### config.mk
export PLATFORM = sky130hd
export DESIGN_NAME = source_sel_gen
export DESIGN_NICKNAME = d
export VERILOG_FILES = /design/src/rtl/source_sel_gen.sv
export SDC_FILE = /design/constraint.sdc
export NUM_CORES = 1
export LEC_CHECK = 0
export CAP_MARGIN = 20
export CORE_AREA = 2 2 254 256
export DETAILED_ROUTE_END_ITERATION = 10
export DIE_AREA = 0 0 256 258
export SYNTH_ARGS = -nofsm -noshare
export SYNTH_HDL_FRONTEND = slang
export SYNTH_SLANG_ARGS = --single-unit
### constraint.sdc
create_clock -name clk160 -period 2.4 [get_ports clk160]
set_clock_uncertainty 0.1 [all_clocks]
set_input_delay 0.24 -clock clk160 [delete_from_list [all_inputs] [get_ports clk160]]
set_output_delay 0.24 -clock clk160 [all_outputs]
set_load 0.05 [all_outputs]
### src/rtl/source_sel_gen.sv
// N-channel test-source selector for the FMCA serializer word.
// A debounced button or an external select picks the channel; each change emits a guard run of IDLE_WORD.
module source_sel_gen #(
    parameter int              DW        = 128,
    parameter int              NCH       = 4,
    parameter int              SELW      = $clog2(NCH),
    parameter int              DEB_CYC   = 1600000,
    parameter int              GUARD_CYC = 8,
    parameter logic [DW-1:0]   IDLE_WORD = '0
) (
    input  logic                clk160,
    input  logic                rst_n,
    input  logic [NCH*DW-1:0]   ch_data,
    input  logic                btn_n,
    input  logic                ext_en,
    input  logic [SELW-1:0]     sel_ext,
    output logic [DW-1:0]       dout,
    output logic [SELW-1:0]     indic,
    output logic                busy,
    output logic [7:0]          switch_cnt
);

    localparam int DCW = $clog2(DEB_CYC);
    localparam int GCW = (GUARD_CYC > 1) ? $clog2(GUARD_CYC) : 1;

    typedef enum logic {RUN, GUARD} state_t;

    logic            sync1_q, sync2_q;
    logic            deb_q, deb_d;
    logic [DCW-1:0]  deb_cnt_q, deb_cnt_d;
    logic            step;
    logic [SELW-1:0] req_q, req_d;
    logic [SELW-1:0] active_q;
    state_t          state_q;
    logic [GCW-1:0]  gcnt_q;
    logic [DW-1:0]   dout_q;
    logic [SELW-1:0] indic_q;
    logic            busy_q;
    logic [7:0]      switch_cnt_q;
    logic [DW-1:0]   ch_arr [NCH];
    logic [DW-1:0]   active_word, req_word;

    generate
        for (genvar gi = 0; gi < NCH; gi++) begin : g_unpack
            assign ch_arr[gi] = ch_data[gi*DW +: DW];
        end
    endgenerate

    always_comb begin
        active_word = IDLE_WORD;
        req_word    = IDLE_WORD;
        for (int k = 0; k < NCH; k++) begin
            if (active_q == SELW'(k)) active_word = ch_arr[k];
            if (req_q == SELW'(k))    req_word    = ch_arr[k];
        end
    end

    // Level only follows the synced button after DEB_CYC consecutive disagreeing cycles.
    always_comb begin
        deb_d     = deb_q;
        deb_cnt_d = '0;
        if (sync2_q != deb_q) begin
            if (deb_cnt_q == DCW'(DEB_CYC - 1)) begin
                deb_d = sync2_q;
            end else begin
                deb_cnt_d = deb_cnt_q + 1'b1;
            end
        end
    end

    assign step = deb_q & ~deb_d;

    always_comb begin
        req_d = req_q;
        if (ext_en) begin
            if (int'(sel_ext) < NCH) req_d = sel_ext;
        end else if (step) begin
            req_d = (req_q == SELW'(NCH - 1)) ? '0 : req_q + 1'b1;
        end
    end

    always_ff @(posedge clk160 or negedge rst_n) begin
        if (!rst_n) begin
            sync1_q   <= 1'b1;
            sync2_q   <= 1'b1;
            deb_q     <= 1'b1;
            deb_cnt_q <= '0;
            req_q     <= '0;
        end else begin
            sync1_q   <= btn_n;
            sync2_q   <= sync1_q;
            deb_q     <= deb_d;
            deb_cnt_q <= deb_cnt_d;
            req_q     <= req_d;
        end
    end

    // Exit samples req on the last guard cycle, so a mid-guard change just retargets the switch.
    always_ff @(posedge clk160 or negedge rst_n) begin
        if (!rst_n) begin
            state_q      <= RUN;
            gcnt_q       <= '0;
            active_q     <= '0;
            dout_q       <= '0;
            indic_q      <= '0;
            busy_q       <= 1'b0;
            switch_cnt_q <= '0;
        end else begin
            case (state_q)
                RUN: begin
                    if (req_q != active_q) begin
                        state_q <= GUARD;
                        gcnt_q  <= '0;
                        busy_q  <= 1'b1;
                        dout_q  <= IDLE_WORD;
                    end else begin
                        dout_q  <= active_word;
                    end
                end
                GUARD: begin
                    if (gcnt_q == GCW'(GUARD_CYC - 1)) begin
                        state_q      <= RUN;
                        active_q     <= req_q;
                        indic_q      <= req_q;
                        busy_q       <= 1'b0;
                        switch_cnt_q <= switch_cnt_q + 8'd1;
                        dout_q       <= req_word;
                    end else begin
                        gcnt_q <= gcnt_q + 1'b1;
                        dout_q <= IDLE_WORD;
                    end
                end
                default: state_q <= RUN;
            endcase
        end
    end

    assign dout       = dout_q;
    assign indic      = indic_q;
    assign busy       = busy_q;
    assign switch_cnt = switch_cnt_q;

endmodule

==> results.json, run 1 <==
{
  "run_status": "completed",
  "ys_async_sr_fraction_pct": 100,
  "slew_headroom_pct": 54.9,
  "ys_warn_count": 0,
  "avgSynthCellArea_um2": 9.59,
  "finalPower_w": 0.0162,
  "grt_pass1_vias": 15200,
  "synth.yosys.seq_area_share_pct": 32.3,
  "die_y_um": 258,
  "antenna_found_initial": 4,
  "num_vias": 14800,
  "dieWidth_um": 256,
  "dpl.hpwl_um": 47900,
  "crit_required_ns": 2.69,
  "hold_path_class": "input pin to register",
  "stdcell_count": 2859,
  "fmaxAchievable_ghz": 0.446,
  "period_needed_ns": 2.24,
  "synth_flop_cell": "dfrtp_1",
  "fin_util_pct": 34.2,
  "worstRegToRegCells": 8,
  "synth_most_common_cell": "a21oi_1",
  "worstHoldStart": "btn_n",
  "setup_viol": 0,
  "syn_area_um2": 13100,
  "hold_depth": 1,
  "period_share_pct": 93.5,
  "area_growth_pct": 65.9,
  "hold_path_end": "sync1_q",
  "path_cells": "inv_1 -> ha_4 -> buf_12 -> buf_4 -> nand3b_1 -> a21oi_1 -> a21oi_1 -> o21ai_0",
  "pin_count": 657,
  "critPathLaunchType": "register",
  "place.gp.congestion": 0.931,
  "cts.reportedPaths.clkPinSlew_ns": 0.07,
  "initial_utilization_pct": 20.6,
  "drt_first_pass_iters": 6,
  "pre_cts_slack_ns": 0.110,
  "grt-ovfl-total": 0,
  "avgViaCountPerCell": 5.16,
  "synthesis.nets": 1894,
  "fin_setup_tns_ns": 0,
  "cp.arrival_ns": 2.53,
  "synthTopCellsByCount": "a21oi_1, dfrtp_1, nand2_1",
  "worst-path-buf-inv": 3,
  "rsz0062_at_grt": "no",
  "synthCells": 1368,
  "post-cts-setup-buffers": 0,
  "reg2reg_from": "req_q[1]",
  "cts_tree": "yes",
  "cpPeakStageDelay_ns": 0.46,
  "hold_viol": 0,
  "rows": 93,
  "worst_setup_path_end_kind": "register",
  "crit_path_top_delay_cell": "dfrtp_1",
  "drc": 0,
  "slew_violations": 0,
  "vdd_ir_drop_max_v": 0.000468,
  "core_um2": 63600,
  "power_density_nw_per_um2": 743,
  "synth_cell_types": 42,
  "regToRegEndpoint": "dout[86]",
  "fin_ws_ns": 0.156,
  "synth_top_area_share_pct": 31.7,
  "wl_per_cell_um": 22.7,
  "synth.area.top_cells": "dfrtp_1, mux4_2, a21oi_1, a22oi_1, nand3b_1",
  "dp_cells": 2823,
  "grt_max_degree": 75,
  "worst_pin_slew_ns": 0.675,
  "numCtsBuffers": 17,
  "yosys.area.top_type": "dfrtp_1",
  "dieArea_um2": 66000,
  "clk_latency_ns": 0.49,
  "wl_um": 64800,
  "synth_edf_count": 0,
  "htree_levels": 4,
  "detail-route-antenna-nets": 0,
  "ctsRootBufferMaster": "clkbuf_16",
  "cp_max_fo": 58,
  "p_leak_nw": 7.73,
  "path_class": "register to register",
  "crit_path_frequent_cell": "a21oi_1",
  "place.port_buffers": 656,
  "clock-sinks": 169,
  "drv_cap": 0,
  "fin_nets": 2514,
  "grt_pass1_wl_um": 96600,
  "grtUsageTotal_pct": 19.1,
  "clk_path_buf_depth": 2,
  "critPathTopFamily": "buffers and inverters",
  "reg2reg_slack_ns": 0.16,
  "synth-seq-cells": 169,
  "final_layout_size_suffix_gt1_share_pct": 13.4,
  "drt_iter0_drc": 1453
}
## routing by layer
metal | track usage, % | vias to the layer above | share of wire, %
met2 | 32.8 | 912 | 50
met5 | 0 | - | 0.026
met4 | 7.52 | 2 | 3.1
li1 | - | 6493 | -
met1 | 22.8 | 7243 | 38
met3 | 5.22 | 110 | 8.3
## worst max-delay path by stage
stage	slack, ns	cells after the start	endpoint	start
after floorplan	0.23	6	dout[117]	indic[0]
after global placement	0.14	8	dout[82]	req_q[0]
after detailed placement	0.11	8	dout[82]	req_q[0]
after CTS	0.06	8	dout[82]	req_q[0]
after global routing	0.04	7	dout[94]	gcnt_q[0]
final	0.16	8	dout[86]	req_q[1]
## cells by family after synthesis
kind of cell	count (synthesis)	share of synthesized area [%]
buf+inv	153	5.42
xor+xnor	24	1.60
compound gates	536	23.0
mux	131	22.2
flops	169	32.3
fa+ha+maj	8	0.763
simple gates	347	14.7
## power breakdown
part	leakage [nW]	switching, W	internal, W
clock	0.293	0.00138	0.00167
sequential	2.30	0.000295	0.00336
combinational	5.14	0.00506	0.00442
## through the flow
step	hold slack [ns]	instance area, um2
final	0.0541	21800
after global routing	0.0234	21800
after CTS	0.00789	21800
after detailed placement	0.190	21100
after global placement	0.188	21100
after floorplan	-0.156	13100
## timing repair
action | CTS | global route
hold endpoints to repair | 38 | 0
gates resized for setup | 0 | 2
hold buffers | 1 | 0
setup endpoints to repair | 0 | 3
## placed cells by master (no fill, tap or decap), types with 27 or more instances in the layout
cell and instances:
a22oi_1 128, nand3b_1 128, clkdlybuf4s50_1 653, buf_4 66
o21ai_0 135, buf_12 27, a21oi_1 263, mux4_2 128
nand2_1 149, dfrtp_1 164
## final cells by class
| type | count | area, um2 |
|---|---|---|
| fill | 6405 | 41900 |
| multi-input combinational | 1046 | 8230 |
| timing repair buffer | 749 | 7600 |
| sequential | 169 | 4240 |
| tap | 855 | 1070 |
| clock buffer | 21 | 450 |
| clock inverter | 11 | 146 |
| inverter | 5 | 18.8 |
| antenna | 3 | 7.51 |
## registers in the layout, indices dropped and copies added (netlist names)
| signal | count |
|---|---|
| deb_q | 1 |
| switch_cnt | 8 |
| sync1_q | 1 |
| state_q | 1 |
| busy | 1 |
| sync2_q | 1 |
| deb_cnt_q | 21 |
| indic | 2 |
| dout | 128 |
| req_q | 2 |
| gcnt_q | 3 |
(Power assumes the default switching activity.)
==> inputs of run 2 (changes only) <==
- CAP_MARGIN: 20 -> 10
- CTS_BUF_LIST: unset -> sky130_fd_sc_hd__clkbuf_16
==> run 2 against run 1 <==
Combinational power barely moved. Flip-flop and latch count did not move. Largest power group unchanged. Via count fell by 0.19%. Sequential power barely moved. Global-route usage did not move. Final cell count barely moved. Die area did not move.
==> results.json, run 2 (same netlist as run 1, synthesis figures left out) <==
{
  "worst_pin_slew_ns": 0.675,
  "place.port_buffers": 656,
  "pin_count": 657,
  "antenna_found_initial": 4,
  "power_density_nw_per_um2": 741,
  "path_class": "register to register",
  "run_status": "completed",
  "area_growth_pct": 65.9,
  "pre_cts_slack_ns": 0.110,
  "hold_viol": 0,
  "numCtsBuffers": 17,
  "rsz0062_at_grt": "no",
  "dp_cells": 2823,
  "core_um2": 63600,
  "place.gp.congestion": 0.931,
  "wl_per_cell_um": 22.7,
  "cts.reportedPaths.clkPinSlew_ns": 0.07,
  "setup_viol": 0,
  "hold_path_class": "input pin to register",
  "fin_setup_tns_ns": 0,
  "cp_max_fo": 58,
  "cp.arrival_ns": 2.53,
  "final_common_cell": "clkdlybuf4s50_1",
  "cts_tree": "yes",
  "ctsRootBufferMaster": "clkbuf_16",
  "grt-ovfl-total": 0,
  "worst_setup_path_end_kind": "register",
  "clk_latency_ns": 0.49,
  "fmaxAchievable_ghz": 0.444,
  "slew_violations": 0,
  "dr.max_layer_used": "met5",
  "period_share_pct": 93.8,
  "critPathLaunchType": "register",
  "wl_met3_um": 5250,
  "fin_ws_ns": 0.149,
  "fin_util_pct": 34.2,
  "slew_headroom_pct": 54.9,
  "dr_wl_met2_um": 32800,
  "grt_pass1_wl_um": 96600,
  "grt_pass1_vias": 15200,
  "initial_utilization_pct": 20.6,
  "period_needed_ns": 2.25,
  "grt_max_degree": 75,
  "vdd_ir_drop_max_v": 0.000473,
  "dpl.hpwl_um": 47900,
  "largest_reg_flops": 128,
  "wl_um": 64800,
  "stdcell_count": 2861,
  "dieWidth_um": 256,
  "clk_path_buf_depth": 2,
  "avgViaCountPerCell": 5.15,
  "rows": 93,
  "post-cts-setup-buffers": 0,
  "fin_nets": 2514,
  "die_y_um": 258,
  "crit_required_ns": 2.68,
  "detail-route-antenna-nets": 0,
  "drt_iter0_drc": 1445,
  "drv_cap": 0,
  "htree_levels": 4,
  "layout_common_cells": "clkdlybuf4s50_1, a21oi_1, dfrtp_1",
  "p_leak_nw": 7.74,
  "drt_first_pass_iters": 6,
  "drc": 0,
  "wl_met1_um": 24800,
  "grtUsageTotal_pct": 19.1,
  "dieArea_um2": 66000,
  "clock-sinks": 169,
  "num_vias": 14700,
  "final_layout_size_suffix_gt1_share_pct": 13.4
}
==> run 2: cell types whose count changed in the layout (fill, tap and decap cells not counted), sizes merged <==
cell    delta
clkinv     +1
clkbuf     -4
inv        +3
diode      +2
==> run 2: layout make-up <==
class / instances / area, um2
sequential: 169 / 4240
timing repair buffer: 749 / 7600
multi-input combinational: 1046 / 8230
antenna: 5 / 12.5
tap: 855 / 1070
fill: 6402 / 41900
clock buffer: 17 / 425
inverter: 5 / 18.8
clock inverter: 15 / 161
==> run 2: path summary, 6_finish.rpt <==
path,to,from,slack (ns),cells past startpoint
max,dout[86],req_q[1],0.15,8
min,sync1_q,btn_n,0.06,1
max reg2reg,dout[86],req_q[1],0.15,8
min reg2reg,sync2_q,sync1_q,0.26,0
max in group asynchronous,sync1_q,rst_n,1.28,3
min in group asynchronous,dout[78],rst_n,0.23,2
==> run 2: power by group <==
part	switching, W	internal [W]
logic	0.00506	0.00442
registers	0.000296	0.00336
clock network	0.00137	0.00162
==> run 2: timing repair <==
action | 4_1_cts | 5_1_grt
setup endpoints to repair | 0 | 3
hold endpoints to repair | 38 | 0
hold buffers | 1 | 0
resized for setup | 0 | 2
==> run 2: per-layer routing <==
layer / global-route usage (%) / vias to the layer above
li1: - / 6496
met1: 22.8 / 7273
met2: 32.8 / 857
met3: 5.22 / 104
met4: 7.52 / 2
met5: 0 / -
==> run 2: stage by stage <==
step	hold WS (ns)	total power [W]	instance area [um2]
floorplan	-0.156	0.00967	13100
global placement	0.188	0.0131	21100
detailed placement	0.190	0.0132	21100
CTS	0.00821	0.0163	21700
global route	0.0242	0.0170	21800
finish	0.0576	0.0161	21800
==> run 2: critical path, stage by stage (launching register included) <==
cell	delay, ns
dfrtp_1	0.46
inv_1	0.20
ha_4	0.23
buf_12	0.22
buf_4	0.30
nand2_1	0.09
a21oi_1	0.14
a21oi_1	0.05
o21ai_0	0.25
==> inputs of run 3 (changes only) <==
- MAX_ROUTING_LAYER: unset -> met4
- PLACE_DENSITY_LB_ADDON: unset -> 0.05
- SLEW_MARGIN: unset -> 40
==> run 3 against run 2 <==
First-iteration DRC count down 27%. Worst setup slack got worse by 0.014 ns. Routed wire length up 14%. Sequential share of layout area about the same. Die area is the same. Non-clock buffer count decreased by 24. Critical path depth shrank 2. Utilization is essentially flat. Cell area about the same.
==> results.json, run 3 (same netlist as run 1, synthesis figures left out) <==
{
  "run_status": "completed",
  "place.gp.congestion": 0.870,
  "worst_setup_path_end_kind": "register",
  "grt-ovfl-total": 0,
  "vdd_ir_drop_max_v": 0.000439,
  "num_vias": 14300,
  "internal_power_w": 0.00957,
  "clk_latency_ns": 0.50,
  "ctsRootBufferMaster": "clkbuf_16",
  "worst_pin_slew_ns": 0.748,
  "power_density_nw_per_um2": 760,
  "rsz0062_at_grt": "no",
  "crit_required_ns": 2.67,
  "p_sw_share_pct": 42.1,
  "htree_levels": 4,
  "initial_utilization_pct": 20.6,
  "cp.arrival_ns": 2.53,
  "fmaxAchievable_ghz": 0.442,
  "detail-route-antenna-nets": 0,
  "layout_common_cells": "clkdlybuf4s50_1, a21oi_1, dfrtp_1",
  "p_leak_nw": 7.66,
  "drv_cap": 0,
  "core_um2": 63600,
  "post-cts-setup-buffers": 0,
  "dieArea_um2": 66000,
  "period_needed_ns": 2.26,
  "drt_iter0_drc": 1057,
  "fin_ws_ns": 0.135,
  "pre_cts_slack_ns": -0.0182,
  "netSwitchingPower_w": 0.00696,
  "slew_violations": 0,
  "fin_nets": 2490,
  "final_layout_size_suffix_gt1_share_pct": 12.5,
  "grt_pass1_vias": 14900,
  "antenna_found_initial": 19,
  "critPathLaunchType": "register",
  "clock-sinks": 169,
  "grt_max_degree": 83,
  "largest_reg_flops": 128,
  "worstRegToRegCells": 6,
  "power.share.sequential_pct": 22.0,
  "place.port_buffers": 656,
  "dp_cells": 2798,
  "rows": 93,
  "fin_setup_tns_ns": 0,
  "dpl.hpwl_um": 55600,
  "die_y_um": 258,
  "drc": 0,
  "cp_max_fo": 21,
  "stdcell_count": 2852,
  "wl_per_cell_um": 25.9,
  "final_common_cell": "clkdlybuf4s50_1",
  "path_class": "register to register",
  "cts.reportedPaths.clkPinSlew_ns": 0.08,
  "numCtsBuffers": 17,
  "clk_path_buf_depth": 2,
  "pin_count": 657,
  "setup_viol": 0,
  "period_share_pct": 94.4,
  "hold_viol": 0,
  "clock_power_share_pct": 19.9,
  "grtUsageTotal_pct": 22.8,
  "wl_um": 73900,
  "grt_pass1_wl_um": 108000,
  "fill_cells": 6435,
  "cts_tree": "yes",
  "dieWidth_um": 256,
  "avgViaCountPerCell": 5.00,
  "hold_path_class": "input pin to async pin",
  "comb_power_share_pct": 58.1,
  "drt_first_pass_iters": 5,
  "slew_headroom_pct": 50.1,
  "area_growth_pct": 65.8
}
-- run 3: power groups by stage --
stage / registers, W / logic [W] / clock network, W
6_report: 0.00364 / 0.00960 / 0.00329
5_1_grt: 0.00370 / 0.0102 / 0.00354
4_1_cts: 0.00365 / 0.00976 / 0.00344
3_5_place_dp: 0.00370 / 0.00974 / 0
3_3_place_gp: 0.00371 / 0.00971 / 0
2_1_floorplan: 0.00526 / 0.00441 / 0
-- run 3: repair_timing --
item / 4_1_cts / 5_1_grt
endpoints found under the hold margin: 51 / 0
gates resized for setup: 1 / 0
endpoints found under the setup margin: 1 / 0
hold buffers: 2 / 0
-- run 3: final cells by class --
class / count / area, um2 / share of cell area (%)
Tap cell: 855 / 1070 / 4.92
Multi-Input combinational cell: 1046 / 8230 / 37.8
Antenna cell: 20 / 50.0 / 0.230
Inverter: 5 / 18.8 / 0.0863
Timing Repair Buffer: 725 / 7490 / 34.4
Clock buffer: 17 / 425 / 1.96
Clock inverter: 15 / 226 / 1.04
Sequential cell: 169 / 4240 / 19.5
-- run 3: per-layer routing --
| layer | part of all wire (%) | global-route usage, % | vias to the layer above |
|---|---|---|---|
| met2 | 50 | 38.3 | 593 |
| met1 | 40 | 26.7 | 7152 |
| met5 | 0 | - | - |
| met4 | 0.98 | 4.37 | 0 |
| met3 | 8.4 | 7.25 | 31 |
| li1 | - | - | 6478 |
-- run 3: path summary, 6_finish.rpt --
| check | startpoint | end | slack [ns] |
|---|---|---|---|
| min | rst_n | dout[114] | 0.19 |
| max | indic[1] | dout[39] | 0.14 |
| max reg2reg | indic[1] | dout[39] | 0.14 |
| min reg2reg | sync1_q | sync2_q | 0.26 |
| max in group asynchronous | rst_n | dout[10] | 1.31 |
| min in group clk160 | sel_ext[1] | req_q[1] | 0.24 |
-- run 3: through the flow --
step           area (um2)  total power [W]  util, %  hold WS (ns)
3_3_place_gp        21000           0.0134     33.0         0.193
6_report            21700           0.0165     34.2         0.192
4_1_cts             21700           0.0168     34.1         0.196
5_1_grt             21700           0.0175     34.2         0.199
3_5_place_dp        21000           0.0134     33.0         0.190
2_1_floorplan       13100          0.00967        -        -0.156
-- run 3: worst max-delay path, stage by stage (launching register included) --
cell and delay (ns):
dfrtp_4 0.52, xor2_1 0.20, nor3_2 0.32, buf_4 0.40
buf_4 0.22, a22oi_1 0.07, o21ai_1 0.27
